--- config.mk ---
export PLATFORM = sky130hd
export DESIGN_NAME = btn_in_port
export DESIGN_NICKNAME = d
export VERILOG_FILES = /design/src/rtl/btn_in_port.sv
export SDC_FILE = /design/constraint.sdc
export NUM_CORES = 1
export LEC_CHECK = 0
export CORE_ASPECT_RATIO = 0.5
export CORE_MARGIN = 2
export CORE_UTILIZATION = 25
export DETAILED_ROUTE_END_ITERATION = 7
export GPL_ROUTABILITY_DRIVEN = 0
export PLACE_DENSITY = 0.39
export SYNTH_ARGS = -nofsm -noshare
export SYNTH_HDL_FRONTEND = slang
export SYNTH_SLANG_ARGS = --single-unit
--- constraint.sdc ---
create_clock -name clk -period 4 [get_ports clk]
set_input_delay 0.8 -clock clk [delete_from_list [all_inputs] [get_ports clk]]
set_output_delay 0.8 -clock clk [all_outputs]
set_load 0.01 [all_outputs]
--- src/rtl/btn_in_port.sv ---
// Debounced active-low pushbutton feeding the CPU IN path: synchronizes button and switches,
// captures the switch value on each clean press into a one-deep valid/ack holding register.
module btn_in_port #(
    parameter int DATA_WIDTH      = 16,
    parameter int SW_WIDTH        = 5,
    parameter int DEBOUNCE_CYCLES = 500000,
    parameter int CNT_WIDTH       = 20
) (
    input  logic                  clk,
    input  logic                  rst_n,
    input  logic                  btn,
    input  logic [SW_WIDTH-1:0]   sw,
    input  logic                  in_ack,
    output logic                  in_valid,
    output logic [DATA_WIDTH-1:0] in_data,
    output logic                  overrun
);

    // Handshake: in_valid stays high until the CPU returns in_ack while in_valid=1;
    // in_ack seen while in_valid=0 is ignored. in_valid is the FULL state bit itself.
    typedef enum logic {
        EMPTY = 1'b0,
        FULL  = 1'b1
    } state_e;

    localparam logic [CNT_WIDTH-1:0] CNT_LAST = CNT_WIDTH'(DEBOUNCE_CYCLES - 1);

    logic                  btn_meta_q;
    logic                  btn_s_q;
    logic [SW_WIDTH-1:0]   sw_meta_q;
    logic [SW_WIDTH-1:0]   sw_s_q;
    logic                  deb_q;
    logic                  deb_d;
    logic [CNT_WIDTH-1:0]  cnt_q;
    logic [CNT_WIDTH-1:0]  cnt_d;
    logic                  press;
    state_e                state_q;
    logic [DATA_WIDTH-1:0] data_q;
    logic                  overrun_q;

    always_ff @(posedge clk or negedge rst_n) begin
        if (!rst_n) begin
            btn_meta_q <= 1'b1;
            btn_s_q    <= 1'b1;
            sw_meta_q  <= '0;
            sw_s_q     <= '0;
        end else begin
            btn_meta_q <= btn;
            btn_s_q    <= btn_meta_q;
            sw_meta_q  <= sw;
            sw_s_q     <= sw_meta_q;
        end
    end

    // A differing sample must persist through the terminal count; any agreement restarts it.
    always_comb begin
        deb_d = deb_q;
        cnt_d = '0;
        press = 1'b0;
        if (btn_s_q != deb_q) begin
            if (cnt_q == CNT_LAST) begin
                deb_d = btn_s_q;
                press = ~btn_s_q;
            end else begin
                cnt_d = cnt_q + CNT_WIDTH'(1);
            end
        end
    end

    always_ff @(posedge clk or negedge rst_n) begin
        if (!rst_n) begin
            deb_q <= 1'b1;
            cnt_q <= '0;
        end else begin
            deb_q <= deb_d;
            cnt_q <= cnt_d;
        end
    end

    always_ff @(posedge clk or negedge rst_n) begin
        if (!rst_n) begin
            state_q   <= EMPTY;
            data_q    <= '0;
            overrun_q <= 1'b0;
        end else begin
            case (state_q)
                EMPTY: begin
                    if (press) begin
                        data_q  <= DATA_WIDTH'(sw_s_q);
                        state_q <= FULL;
                    end
                end
                FULL: begin
                    if (press) begin
                        // A same-edge ack frees the slot, so the new press is kept.
                        if (in_ack) begin
                            data_q    <= DATA_WIDTH'(sw_s_q);
                            overrun_q <= 1'b0;
                        end else begin
                            overrun_q <= 1'b1;
                        end
                    end else if (in_ack) begin
                        state_q   <= EMPTY;
                        overrun_q <= 1'b0;
                    end
                end
                default: state_q <= EMPTY;
            endcase
        end
    end

    assign in_valid = (state_q == FULL);
    assign in_data  = data_q;
    assign overrun  = overrun_q;

endmodule
; Word level (Yosys, flattened, before mapping)
; Index checks and enable logic that the tools add are counted.
[word_totals]
regBits = 51
inputBits = 9
output_inout_bits = 18
wordCells = 35
[op_classes]
n_addsub = 1
n_eq_ne = 5
muxes = 14
bitwise_logic = 2
n_reduce_logical = 4
[op_table]
columns = operator, count
row1 = 16-bit two-way mux, 3
row2 = 20-bit two-way mux, 2
row3 = 16-bit one-hot mux with 2 select lines, 1
row4 = "20-bit by 1-bit adder with 20-bit output, second input constant", 1
row5 = "20-bit by 19-bit equality test with 1-bit output, second input constant", 1
row6 = 1-bit two-way mux, 7
row7 = "2-bit inequality test, second input constant", 3
row8 = 2-bit AND reduction, 2
row9 = 3-bit AND reduction, 1
row10 = 1-bit NOT, 2
row11 = 1-bit one-hot mux with 2 select lines, 1
row12 = 2-bit nonzero test, 1
row13 = 1-bit inequality test, 1

; Logic depth before layout (Yosys ltp)
; Gate-level depths: netlist of the first run.
[logic_depth]
ltp_word = 5
depth_mapped = 6
ltp_nobuf = 5

; Worst setup path before layout of the first run
; OpenSTA, ideal clock, no wires.
[synth_path]
path_type = flip-flop to flip-flop
start = reg cnt_q[0]
end = reg cnt_q[18]
setup_ns = 0.078
arrival_time_ns = 1.730
t_required_ns = 3.922
slack_ns = 2.191
stages_incl_launch_ff = 6
n_path_buf = 0
period_less_slack_ns = 1.809
cell_sequence = dfrtp_1 ha_1 nand4_2 or4_1 or3_1 a21oi_1
[synth_between]
elab_chain_len = 3
word_cells_on_any_way = 4
cone_classes = 1 x add/sub / 1 x eq/ne / 2 x mux
[synth_lines]
columns = element, line
row1 = from (decl), 34  ; logic [CNT_WIDTH-1:0] cnt_q;
row2 = from (signal assigned), 76  ; cnt_q <= cnt_d;
row3 = 20-bit by 1-bit adder with 20-bit output / 20-bit by 19-bit equality test with 1-bit output (equally long branches), "65, 61"
row4 = 20-bit two-way mux (*), 61  ; if (cnt_q == CNT_LAST) begin
row5 = 20-bit two-way mux (*), 60  ; if (btn_s_q != deb_q) begin
row6 = named net cnt_d[18], 35  ; logic [CNT_WIDTH-1:0] cnt_d;
; Mark *: on every way through the listed nets, which the timed path passes. The rest lies on a longest branch.
; A chain may end at the register's enable or synchronous reset.

; Final worst setup path of the first run
[layout_path]
start = reg cnt_q[0]
end = reg cnt_q[12]
; Same word-level chain as after synthesis.

==> metrics.yaml, run 1 <==
critical_path:
  path_max_fanout: 20
  critPathCaptureType: "register"
  r2r_end: "cnt_q[12]"
  cp-start-kind: "register"
  cp-startpoint: "cnt_q[0]"
  crit_required_ps: 4120
  worstSetupPathType: "register to register"
  timing.rr.start: "cnt_q[0]"
  worstPathArrival_ps: 2290
  reg2reg_slack_ps: 1830
  reg2reg_depth: 5
  crit_path_end: "cnt_q[12]"
global_route:
  grt_max_degree: 41
  grt_usage: 0.0915
  antenna_found_initial: 0
  grt_first_pass_wirelength_um: 5420
  grt_pass1_vias: 1109
  overflow: 0
synth:
  synthesis.area_um2: 1730
  synth_top_cell_area_share: 0.535
  yosysMostFrequentCell: "dfrtp_1"
  yosysTopAreaCell: "dfrtp_1"
  synth_edf_count: 0
  synth_flop_cell: "dfrtp_1"
  netlist_top_cells_count: "37 x dfrtp_1, 17 x nor2_1, 11 x buf_4"
  yosysWarningCount: 0
  synthCells: 156
  synthTopCellsByArea: "dfrtp_1 54%, buf_4 4.8%, dfstp_2 4.6%, nor2_1 3.7%, xnor2_1 3.5%"
  ys_types: 31
  synthArstFlopShare: 1.00
  ys_seq_area_frac: 0.581
  synth_area_per_cell_um2: 11.1
  ys_ff_latch: 40
route:
  route.detailed.drc: 0
  routedWlPerCell_um: 11.5
  dr.pass1.iters: 4
  routed_wl_um: 3060
  first_iter_violations: 61
  antenna_left: 0
  vias_per_cell: 4.30
  via_count: 1143
timing:
  setup_tns_ps: 0
  max_freq_mhz: 461
  setup_viol: 0
  fin_crit_ps: 2170
  hold_viol: 0
  rsz0062_at_grt: "false"
  maxSlewHeadroom: 0.414
  fin_crit_sh: 0.542
  slew_violations: 0
  worstMarginPinSlew_ps: 879
  finClkSkew_ps: 5.08
cts:
  clk-insertion-delay-late_ps: 280
  clockBufferDepth: 2
  htreeDepth: 2
  cts_setup_buffers: 0
  clkTransAtPathRegs_ps: 60
  cts_root_buffer: "clkbuf_16"
  cts_resized: 0
  numCtsBuffers: 5
  cts_tree: "built"
  cts_sinks: 40
  hold_buffers: 0
place:
  hpwl_um: 2100
  io_buffers: 15
  place_area_um2: 1930
floorplan:
  pin_count: 27
  die-area_um2: 7640
  start_util: 0.258
  fp-row-count: 21
  fp.dieW_um: 122
  core_area_um2: 6700
  die_h_um: 62.8
run_status:
  outcome: "complete, no violations"
layout:
  nNetsFinal: 183
  area_growth_pct: 20.7
  drive_above_1_share: 0.132
  fill_cells: 683
  insertedDiodeCount: 0
  stdcell_area_um2: 2090
power:
  finalPower_w: 0.000856
  leakage_nw: 0.849
  p_per_area_nw_per_um2: 410
  vdd_drop_max_mv: 0.124
job:
  cap_violations: 0
min_path:
  hp-class: "register to register"
-- report_power, final --
group	internal [W]	switching, W	leakage [nW]
Sequential	0.000415	0.00000490	0.521
Combinational	0.0000111	0.0000198	0.258
Clock	0.000248	0.000158	0.0691
-- logic make-up after synthesis --
kind of cell / Yosys count / synth area share
xor gates and xnor gates: 12 / 0.0607
and+or+nand+nor: 60 / 0.192
adders and majority gates: 1 / 0.00723
other: 1 / 0.00217
AOI/OAI and AO/OA: 18 / 0.0586
muxes: 5 / 0.0325
buffers and inverters: 19 / 0.0665
DFF: 40 / 0.581
-- critical path: stages, from the launching register on --
cell and delay [ps]:
dfrtp_1 380, ha_1 260, nand4_2 200, or2_2 360, o22ai_2 680, nor2_1 130
-- area by class of cell --
cell class                 instances  area (µm²)  share of cell area
tap                               92         115              0.0551
clock buffer                       6         139              0.0665
clock inverter                     2        15.0             0.00719
inverter                           4        15.0             0.00719
multi-input combinational        107         654               0.313
timing repair buffer              15         145              0.0695
sequential                        40        1000               0.481
-- layout by cell type, fill, tap and decap left out, drive strengths merged, types with 2 or more instances in the layout --
cell type	count
and4	2
conb	11
inv	4
clkinvlp	2
nor2	17
dfstp	3
or4	2
o21ai	8
clkdlybuf4s50	14
clkbuf	6
nand4	8
xor2	5
nand2	7
nor2b	2
nand3	7
or3	7
or2	2
a21oi	7
dfrtp	37
nor4	4
mux2	5
xnor2	7
-- flip-flops by register name, indices dropped and copies added, names as in the netlist --
name and cells:
btn_meta_q 1, btn_s_q 1, cnt_q 20, deb_q 1, in_data 5, in_valid 1
overrun 1, sw_meta_q 5, sw_s_q 5
-- metal layers --
| metal | vias up | track usage | wire (µm) |
|---|---|---|---|
| li1 | 554 | - | - |
| met1 | 541 | 0.123 | 1470 |
| met2 | 44 | 0.135 | 1380 |
| met3 | 4 | 0.0265 | 181 |
| met4 | 0 | 0.0431 | 25 |
| met5 | - | 0 | 0 |
-- worst min path at each step --
stage / slack, ps / end / cells past startpoint / from
after floorplan: 330 / sw_s_q[0] / 0 / sw_meta_q[0]
after global placement: 330 / sw_s_q[4] / 0 / sw_meta_q[4]
after detailed placement: 330 / sw_s_q[0] / 0 / sw_meta_q[0]
after CTS: 350 / sw_s_q[0] / 0 / sw_meta_q[0]
after global routing: 360 / btn_s_q / 0 / btn_meta_q
final: 350 / sw_s_q[0] / 0 / sw_meta_q[0]
-- stage by stage --
stage | hold slack, ps | cells | utilization | worst slack (ps)
after floorplan | 331 | 166 | - | 2190
after global placement | 333 | 258 | 0.289 | 1810
after detailed placement | 335 | 258 | 0.289 | 1790
after CTS | 349 | 266 | 0.312 | 1760
after global routing | 361 | 266 | 0.312 | 1600
final | 348 | 266 | 0.312 | 1830
(Power assumes the default switching activity.)
==> run 2: changes to the inputs <==
--- a/config.mk
+++ b/config.mk
@@ -10,7 +10,7 @@
 export CORE_UTILIZATION = 25
 export DETAILED_ROUTE_END_ITERATION = 7
 export GPL_ROUTABILITY_DRIVEN = 0
-export PLACE_DENSITY = 0.39
+export PLACE_DENSITY = 0.41
 export SYNTH_ARGS = -nofsm -noshare
 export SYNTH_HDL_FRONTEND = slang
 export SYNTH_SLANG_ARGS = --single-unit
==> constraint.sdc (replaced) <==
create_clock -name clk -period 1.98 [get_ports clk]
set_input_delay 0.396 -clock clk [delete_from_list [all_inputs] [get_ports clk]]
set_output_delay 0.396 -clock clk [all_outputs]
set_load 0.01 [all_outputs]
==> run 2 against run 1 <==
Via count is 6.9% higher. Clock skew is 1.4 ps lower. Sequential power is 100% higher. Setup slack worse by 1700 ps. Sequential share of layout area is 3.5 points lower. Clock power is 130% higher. Wire length is 9.7% higher. Count of clock-buffer cells in the layout is 1 lower. Fmax is 16% higher. Register-to-register slack worse by 1700 ps. Sequential cell count stayed put. Critical path type unchanged.
==> metrics.yaml, run 2 (same netlist as run 1, synthesis figures left out) <==
run_status:
  outcome: "complete, no violations"
global_route:
  grt_max_degree: 18  # -56%
  grt_usage: 0.103  # +0.0113
  grt_pass1_vias: 1247  # +12%
  grt_first_pass_wirelength_um: 6110  # +13%
  antenna_found_initial: 0  # unchanged
  overflow: 0  # unchanged
critical_path:
  cp-startpoint: "cnt_q[0]"
  worstSetupPathType: "register to register"
  worstPathArrival_ps: 2080  # -210 ps
  path_buf_inv: 0  # unchanged
  timing.rr.start: "cnt_q[0]"
  cp-start-kind: "register"
  path_max_fanout: 4  # -80%
  cpLargestDelayFamily: "simple AND/OR/NAND/NOR gates"
  reg2reg_depth: 5  # unchanged
  crit_required_ps: 2190  # -1930 ps
  max_stage_delay_ps: 580  # -100 ps
  worst-path-stages: 5  # unchanged
  path_cells: "ha_4, nand4_2, or4_4, or3_1, a21oi_1"
  cp_slowest_cell: "or4_4"
  critPathCaptureType: "register"
place:
  hpwl_um: 2520  # +20%
  io_buffers: 15  # unchanged
  place_inst: 274  # +6.2%
  pre_cts_ws_ps: 22.9  # -1770 ps
cts:
  clkTransAtPathRegs_ps: 60  # about the same
  cts_sinks: 40  # unchanged
  hold_buffers: 0  # unchanged
  htreeDepth: 2  # unchanged
  clk-insertion-delay-late_ps: 280  # about the same
  cts_root_buffer: "clkbuf_16"
  numCtsBuffers: 5  # unchanged
  clockBufferDepth: 2  # unchanged
  cts_tree: "built"
timing:
  fin_crit_ps: 1870  # -299 ps
  slew_violations: 0  # unchanged
  fin_crit_sh: 0.944  # +0.402
  setup_viol: 0  # unchanged
  fin_ws_ps: 110  # -1720 ps
  finClkSkew_ps: 3.67  # -1.40 ps
  hold_viol: 0  # unchanged
  max_freq_mhz: 535  # +16%
floorplan:
  start_util: 0.258  # unchanged
  fp.dieW_um: 122  # unchanged
  die_h_um: 62.8  # unchanged
  core_area_um2: 6700  # unchanged
  die-area_um2: 7640  # unchanged
  pin_count: 27  # unchanged
  fp-row-count: 21  # unchanged
route:
  vias_per_cell: 4.30  # +0.14%
  first_iter_violations: 30  # -51%
  via_count: 1222  # +6.9%
  antenna_left: 0  # unchanged
  routed_wl_um: 3360  # +9.7%
  route.detailed.drc: 0  # unchanged
  routedWlPerCell_um: 11.8  # +2.7%
  dr.pass1.iters: 5  # +1
power:
  vdd_drop_max_mv: 0.312  # +150%
  p_comb_frac: 0.041  # +0.005
  leakage_nw: 0.952  # +12%
  p_clk_frac: 0.502  # +0.028
  seq_power_share: 0.457  # -0.033
  p_sw_frac: 0.209  # -0.00389
  power.switching_w: 0.000389  # +110%
  p_per_area_nw_per_um2: 826  # +100%
  p_int_w: 0.00147  # +120%
layout:
  largest_register: "cnt_q"
  mostFrequentLayoutCells: "37 x dfrtp_1, 18 x buf_4, 17 x nor2_1"
  insertedDiodeCount: 0  # unchanged
  area_growth_pct: 30.1
  final_cells: 284  # +6.8%
  largest_reg_flops: 20  # unchanged
  final_common_cell: "dfrtp_1"
  drive_above_1_share: 0.219  # +0.0866
  nNetsFinal: 201  # +9.8%
  fin_util: 0.336  # +0.0243
job:
  cap_violations: 0  # unchanged
min_path:
  hp-class: "primary input to async pin"
==> run 2: changes by cell type in the layout (fill, tap and decap cells not counted) <==
cell        previous run  this run
buf_4                  0        18
bufinv_16              0         1
clkbuf_8               1         0
clkinvlp_4             2         1
ha_1                   1         0
ha_4                   0         1
inv_6                  0         1
o22ai_1                0         1
o22ai_2                1         0
or4_1                  1         0
or4_4                  1         2
==> run 2: final timing paths <==
check / endpoint / slack (ps)
min reg2reg: sw_s_q[2] / 350
min: in_data[2] / 40
max reg2reg: cnt_q[16] / 110
max: cnt_q[16] / 110
max in group asynchronous: btn_meta_q / 1350
min in group clk: sw_s_q[2] / 350
==> run 2: per-stage QoR <==
step | power [W] | hold WS, ps | cell area (µm²) | setup TNS [ps]
after floorplan | 0.000904 | 100 | 1770 | 0
after global placement | 0.000935 | 333 | 2050 | 0
after detailed placement | 0.000934 | 336 | 2050 | 0
after CTS | 0.00187 | 54.3 | 2220 | 0
after global routing | 0.00195 | 64.8 | 2250 | -2.44
final | 0.00186 | 40.7 | 2250 | 0
==> run 2: power by group through the flow <==
stage	combinational [W]	sequential, W	clock [W]
final	0.0000761	0.000850	0.000932
after global routing	0.0000886	0.000852	0.00101
after CTS	0.0000711	0.000848	0.000953
after detailed placement	0.0000710	0.000863	0
after global placement	0.0000721	0.000863	0
after floorplan	0.0000443	0.000860	0
==> run 2: timing repair <==
| item | 4_1_cts | 5_1_grt |
|---|---|---|
| setup buffers | 0 | 2 |
| gates resized for setup | 0 | 3 |
| hold endpoints to repair | 0 | 0 |
| endpoints found under the setup margin | 0 | 25 |
==> run 2: layout make-up <==
class / instances / area, µm²
sequential: 40 / 1000
clock buffer: 5 / 125
inverter: 4 / 15.0
tap: 92 / 115
fill: 689 / 4450
multi-input combinational: 107 / 664
clock inverter: 3 / 46.3
timing repair buffer: 33 / 280
==> run 2: layer usage <==
metal	global-route usage	routed length (µm)	vias to the layer above
met3	0.0319	153	4
met4	0.0388	44	0
li1	-	-	592
met5	0	0	-
met2	0.154	1470	32
met1	0.139	1690	594
==> run 3: changes to the inputs <==
--- a/config.mk
+++ b/config.mk
@@ -11,6 +11,7 @@
 export DETAILED_ROUTE_END_ITERATION = 7
 export GPL_ROUTABILITY_DRIVEN = 0
 export PLACE_DENSITY = 0.41
+export SLEW_MARGIN = 40
 export SYNTH_ARGS = -nofsm -noshare
 export SYNTH_HDL_FRONTEND = slang
 export SYNTH_SLANG_ARGS = --single-unit
==> results of run 3 <==
Final layout, timing and power as in run 2 (identical DEF).
==> variant 1: new RTL, flow settings as in run 3 <==
Change the parameter `DATA_WIDTH` from 16 to 20.
--- a/src/rtl/btn_in_port.sv
+++ b/src/rtl/btn_in_port.sv
@@ -1,7 +1,7 @@
 // Debounced active-low pushbutton feeding the CPU IN path: synchronizes button and switches,
 // captures the switch value on each clean press into a one-deep valid/ack holding register.
 module btn_in_port #(
-    parameter int DATA_WIDTH      = 16,
+    parameter int DATA_WIDTH      = 20,
     parameter int SW_WIDTH        = 5,
     parameter int DEBOUNCE_CYCLES = 500000,
     parameter int CNT_WIDTH       = 20
Interface: changed (resized in_data); port bits go from 27 to 31. No check against the original RTL was run, so the function may have changed too.
==> variant 1 against run 3 <==
- critical endpoint is now in_data[1]
- power is 1.6% lower
- setup slack worse by 42 ps
- synthesized area is 1.7% higher
- routed wire length is 4.6% lower
- worst hold slack better by 28 ps
- clock power is 2.9% lower
- sequential cell count stayed put
- cell area is 0.22% higher
- maximum frequency is 2.2% lower
- largest cell class unchanged
==> variant 1: results (changes against run 3) <==
metric;value;unit;change
fill cell count;713;;+3.5%
first-pass iteration count of the detailed router;4;;-1
Syn Area/Cell;11.0;µm²;-0.81%
first-pass GRT wire length;5.66;mm;-7.3%
Pleak;0.963;nW;+1.1%
CP max FO;5;;+1
Routed wire per std cell;11.2;µm;-5.3%
yosys warns;0;;unchanged
Setup Skew;4.05;ps;+0.371 ps
GR Util All Layers;9.47;%;-0.80 points
minimum hold slack;68.2;ps;+27.5 ps
run status;complete, no violations;;
pin count of the biggest net entering global routing;22;;+4
FFs w/ async S/R, synth;100;%;unchanged
share of cells above drive strength 1;20.6;%;-1.3 points
Placed Instances;278;;+1.5%
top cells by count, synth;dfrtp_1, nor2_1, buf_4, o21ai_0;;
worst flop-to-flop path endpoint;in_data[1];;
Net count, final;203;;+1.0%
Via density;4.26;;-0.94%
number of global-route vias before repair;1196;;-4.1%
top post-synthesis cells by area;dfrtp_1, buf_4, dfstp_2, nor2_1, xnor2_1;;
r2r setup slk;70;ps;-40 ps
drt total wl;3.20;mm;-4.6%
Final HPWL DP;2.39;mm;-5.2%
CTS clock-pin slew for the worst setup and hold paths;60;ps;about the same
crit path DAT;2080;ps;about the same
Seq/Total Area, Yosys;57.1;%;-0.99 points
Largest Register;cnt_q;;
drt initial violations;35;;+17%
reg-to-reg startpoint;cnt_q[12];;
variant 1: worst max path at each step:
| stage | start | endpoint | slack, ps | cells after the start |
|---|---|---|---|---|
| after floorplan | cnt_q[0] | cnt_q[18] | 170 | 5 |
| after global placement | cnt_q[0] | cnt_q[18] | 70 | 5 |
| after detailed placement | cnt_q[0] | cnt_q[16] | 20 | 5 |
| after CTS | cnt_q[0] | cnt_q[16] | 4 | 5 |
| after global routing | cnt_q[0] | cnt_q[16] | -6 | 5 |
| final | cnt_q[12] | in_data[1] | 70 | 5 |
variant 1: final cells by class:
class                           count  area (µm²)  area share (%)
Clock buffer                        5         125            5.55
Timing Repair Buffer               31         265            11.8
Multi-Input combinational cell    111         688            30.5
Tap cell                           92         115            5.10
Clock inverter                      3        42.5            1.89
Inverter                            4        15.0           0.666
Sequential cell                    40        1000            44.5
variant 1: critical path: stages (launching register included):
cell and delay (ps):
dfrtp_1 390, nor4_1 470, and4_1 290, o2111a_1 170, buf_4 150, mux2_2 330
variant 1: report_power, final:
part | switching, mW | total (mW) | internal (mW) | leakage [nW]
registers | 0.0120 | 0.850 | 0.838 | 0.521
logic | 0.0456 | 0.0743 | 0.0287 | 0.362
clock network | 0.313 | 0.905 | 0.591 | 0.0798
total | 0.371 | 1.83 | 1.46 | 0.963
variant 1: stage by stage:
stage / util (%) / instance area (µm²) / worst slack, ps
2_1_floorplan: - / 1810 / 171
3_3_place_gp: 30.6 / 2060 / 73.7
3_5_place_dp: 30.6 / 2060 / 24.2
4_1_cts: 33.0 / 2230 / 3.70
5_1_grt: 33.4 / 2260 / -5.65
6_report: 33.4 / 2260 / 67.9
variant 1: logic make-up after synthesis:
| family | Yosys count | share of synthesized area (%) |
|---|---|---|
| buffers and inverters | 23 | 8.24 |
| AO/OA/AOI/OAI | 18 | 5.76 |
| other | 1 | 0.213 |
| flip-flops | 40 | 57.1 |
| AND/OR/NAND/NOR | 60 | 18.8 |
| multiplexers | 5 | 3.20 |
| adder cells (fa/ha/maj) | 1 | 0.711 |
| XOR/XNOR | 12 | 5.97 |
variant 1: per-layer routing:
layer	routed length, µm	global-route usage, %
met5	0	0
met1	1620	13.1
met4	42	2.59
met2	1350	13.7
met3	189	3.71
variant 1: repair_timing:
action                     4_1_cts  5_1_grt
gates resized for setup          0        4
setup buffers                    0        0
hold buffers                     0        0
hold endpoints to repair         0        0
setup endpoints to repair        0        7
==> variant 2: new RTL, flow settings as in run 3 <==
Made on the original files. Add an input register stage for `btn` and `sw`; this delays them by one clock. The other inputs are not delayed to match.
--- a/src/rtl/btn_in_port.sv
+++ b/src/rtl/btn_in_port.sv
@@ -25,6 +25,14 @@
 
     localparam logic [CNT_WIDTH-1:0] CNT_LAST = CNT_WIDTH'(DEBOUNCE_CYCLES - 1);
 
+    logic btn_q;
+    logic [SW_WIDTH-1:0] sw_q;
+
+    always_ff @(posedge clk) begin
+        btn_q <= btn;
+        sw_q  <= sw;
+    end
+
     logic                  btn_meta_q;
     logic                  btn_s_q;
     logic [SW_WIDTH-1:0]   sw_meta_q;
@@ -45,9 +53,9 @@
             sw_meta_q  <= '0;
             sw_s_q     <= '0;
         end else begin
-            btn_meta_q <= btn;
+            btn_meta_q <= btn_q;
             btn_s_q    <= btn_meta_q;
-            sw_meta_q  <= sw;
+            sw_meta_q  <= sw_q;
             sw_s_q     <= sw_meta_q;
         end
     end
Behaviour: same outputs for any inputs over 10 cycles, from zero or initial values and one cycle with rst_n low; that may be too few to reach the edited logic, so the function may still have changed.
==> variant 2 against run 3 <==
- sequential cell count increased by 6
- clock skew rose by 0.99 ps
- sequential share of layout area is 3.1 points higher
- final cell count increased by 3.2%
- power grew 1.8%
- synthesized area is 6.9% higher
- worst hold slack improved by 20 ps
- count of clock-buffer cells in the layout did not move
- synthesized cell count up 3.8%
- routed wire length increased by 2.2%
- cell area up 4.7%
- setup slack lost 32 ps
==> variant 2: results (changes against run 3) <==
metric;value;unit;change
run status;complete, no violations;;
clk_lat worst skew;280;ps;about the same
Hold WC Path Type;in2async;;
initial antenna violation count;0;;unchanged
share of cells above drive strength 1;20.8;%;-1.1 points
drt total wl;3.43;mm;+2.2%
H-tree Lvls;2;;unchanged
fill cell count;746;;+8.3%
number of synthesized flops with an enable pin;0;;unchanged
Setup Skew;4.67;ps;+0.994 ps
drt initial violations;38;;+27%
first-pass iteration count of the detailed router;4;;-1
pin count of the biggest net entering global routing;22;;+4
first-pass GRT wire length;6.15;mm;+0.67%
top post-synthesis cells by area;dfrtp_1, dfxtp_1, buf_4, dfstp_2, nor2_1;;
crit path DAT;2110;ps;+30 ps
Max Root-Sink Buffers;2;;unchanged
Net count, final;206;;+2.5%
synth unique cells;32;;+3.2%
Pleak;0.994;nW;+4.4%
Peak VDD IR;498;µV;+60%
FFs w/ async S/R, synth;87.0;%;-13 points
Largest register FFs;20;;unchanged
CTS Buf Count;5;;unchanged
Via density;4.21;;-2.1%
CTS clock-pin slew for the worst setup and hold paths;70;ps;
r2r setup slk;80;ps;-30 ps
yosys warns;0;;unchanged
flops & latches, synth;46;;+15%
IO Port Bufs;15;;unchanged
DRT antenna net count;0;;unchanged
number of global-route vias before repair;1242;;-0.40%
Root Driver;clkbuf_16;;
Seq/Total Area, Yosys;60.8;%;+2.7 points
minimum hold slack;60.7;ps;+20.0 ps
# diodes;0;;unchanged
CP endpoint kind;flip-flop;;
Largest Register;cnt_q;;
Post-DP Area;2190;µm²;+6.7%
Final HPWL DP;2.51;mm;-0.26%
internal power;1.47;mW;-0.16%
CP max FO;5;;+1
top cells by count, synth;dfrtp_1, nor2_1, buf_4, o21ai_0;;
GR Util All Layers;9.76;%;-0.51 points
variant 2: power by group through the flow:
stage	logic [mW]	registers, mW	clock network, mW
2_1_floorplan	0.0443	0.991	0
3_3_place_gp	0.0722	0.994	0
3_5_place_dp	0.0716	0.995	0
4_1_cts	0.0720	0.976	0.877
5_1_grt	0.0833	0.980	0.921
6_report	0.0727	0.977	0.843
variant 2: what timing repair did:
action                                  in CTS  in global routing
hold buffers                                 0                  0
resized for setup                            1                  2
endpoints found under the setup margin       2                  2
buffers inserted                             0                  1
variant 2: worst max-delay path, stage by stage, from the launching register on:
cell and delay, ps:
dfrtp_1 390, ha_2 230, nand4_4 150, or4_4 580, or3_1 320, a21oi_1 160
variant 2: final cells by class:
cell class / count / area, µm² / area share [%]
timing repair buffer: 32 / 285 / 12.1
clock buffer: 5 / 125 / 5.31
clock inverter: 3 / 23.8 / 1.01
multi-input combinational: 107 / 663 / 28.1
inverter: 4 / 15.0 / 0.637
sequential: 46 / 1120 / 47.7
tap: 96 / 120 / 5.10
variant 2: worst paths after layout:
| check | depth (start not counted) | from | to |
|---|---|---|---|
| setup / recovery | 5 | cnt_q[0] | cnt_q[16] |
| hold / removal | 1 | rst_n | sw_s_q[3] |
| setup reg to reg | 5 | cnt_q[0] | cnt_q[16] |
| hold reg to reg | 0 | btn_q | btn_meta_q |
| max in group asynchronous | 2 | rst_n | cnt_q[14] |
| min in group clk | 0 | btn_q | btn_meta_q |
variant 2: per-layer routing:
layer	share of wire, %	GRT usage, %	vias to the layer above
li1	-	-	615
met1	52	12.9	594
met2	44	15.3	25
met3	3.6	3.55	0
met4	0	2.50	0
met5	0	0	-
variant 2: cells by family after synthesis:
logic type	after synthesis	synth area share (%)
simple gates	60	17.9
flops	46	60.8
buf+inv	19	6.22
compound gates	18	5.48
xor+xnor	12	5.68
mux	5	3.04
fa+ha+maj	1	0.676
other cells	1	0.203
variant 2: metrics by stage:
stage | instances | setup slack, ps
after floorplan | 172 | 171
after global placement | 284 | 27.9
after detailed placement | 284 | -4.45
after CTS | 292 | 23.6
after global routing | 293 | -9.88
final | 293 | 78.4
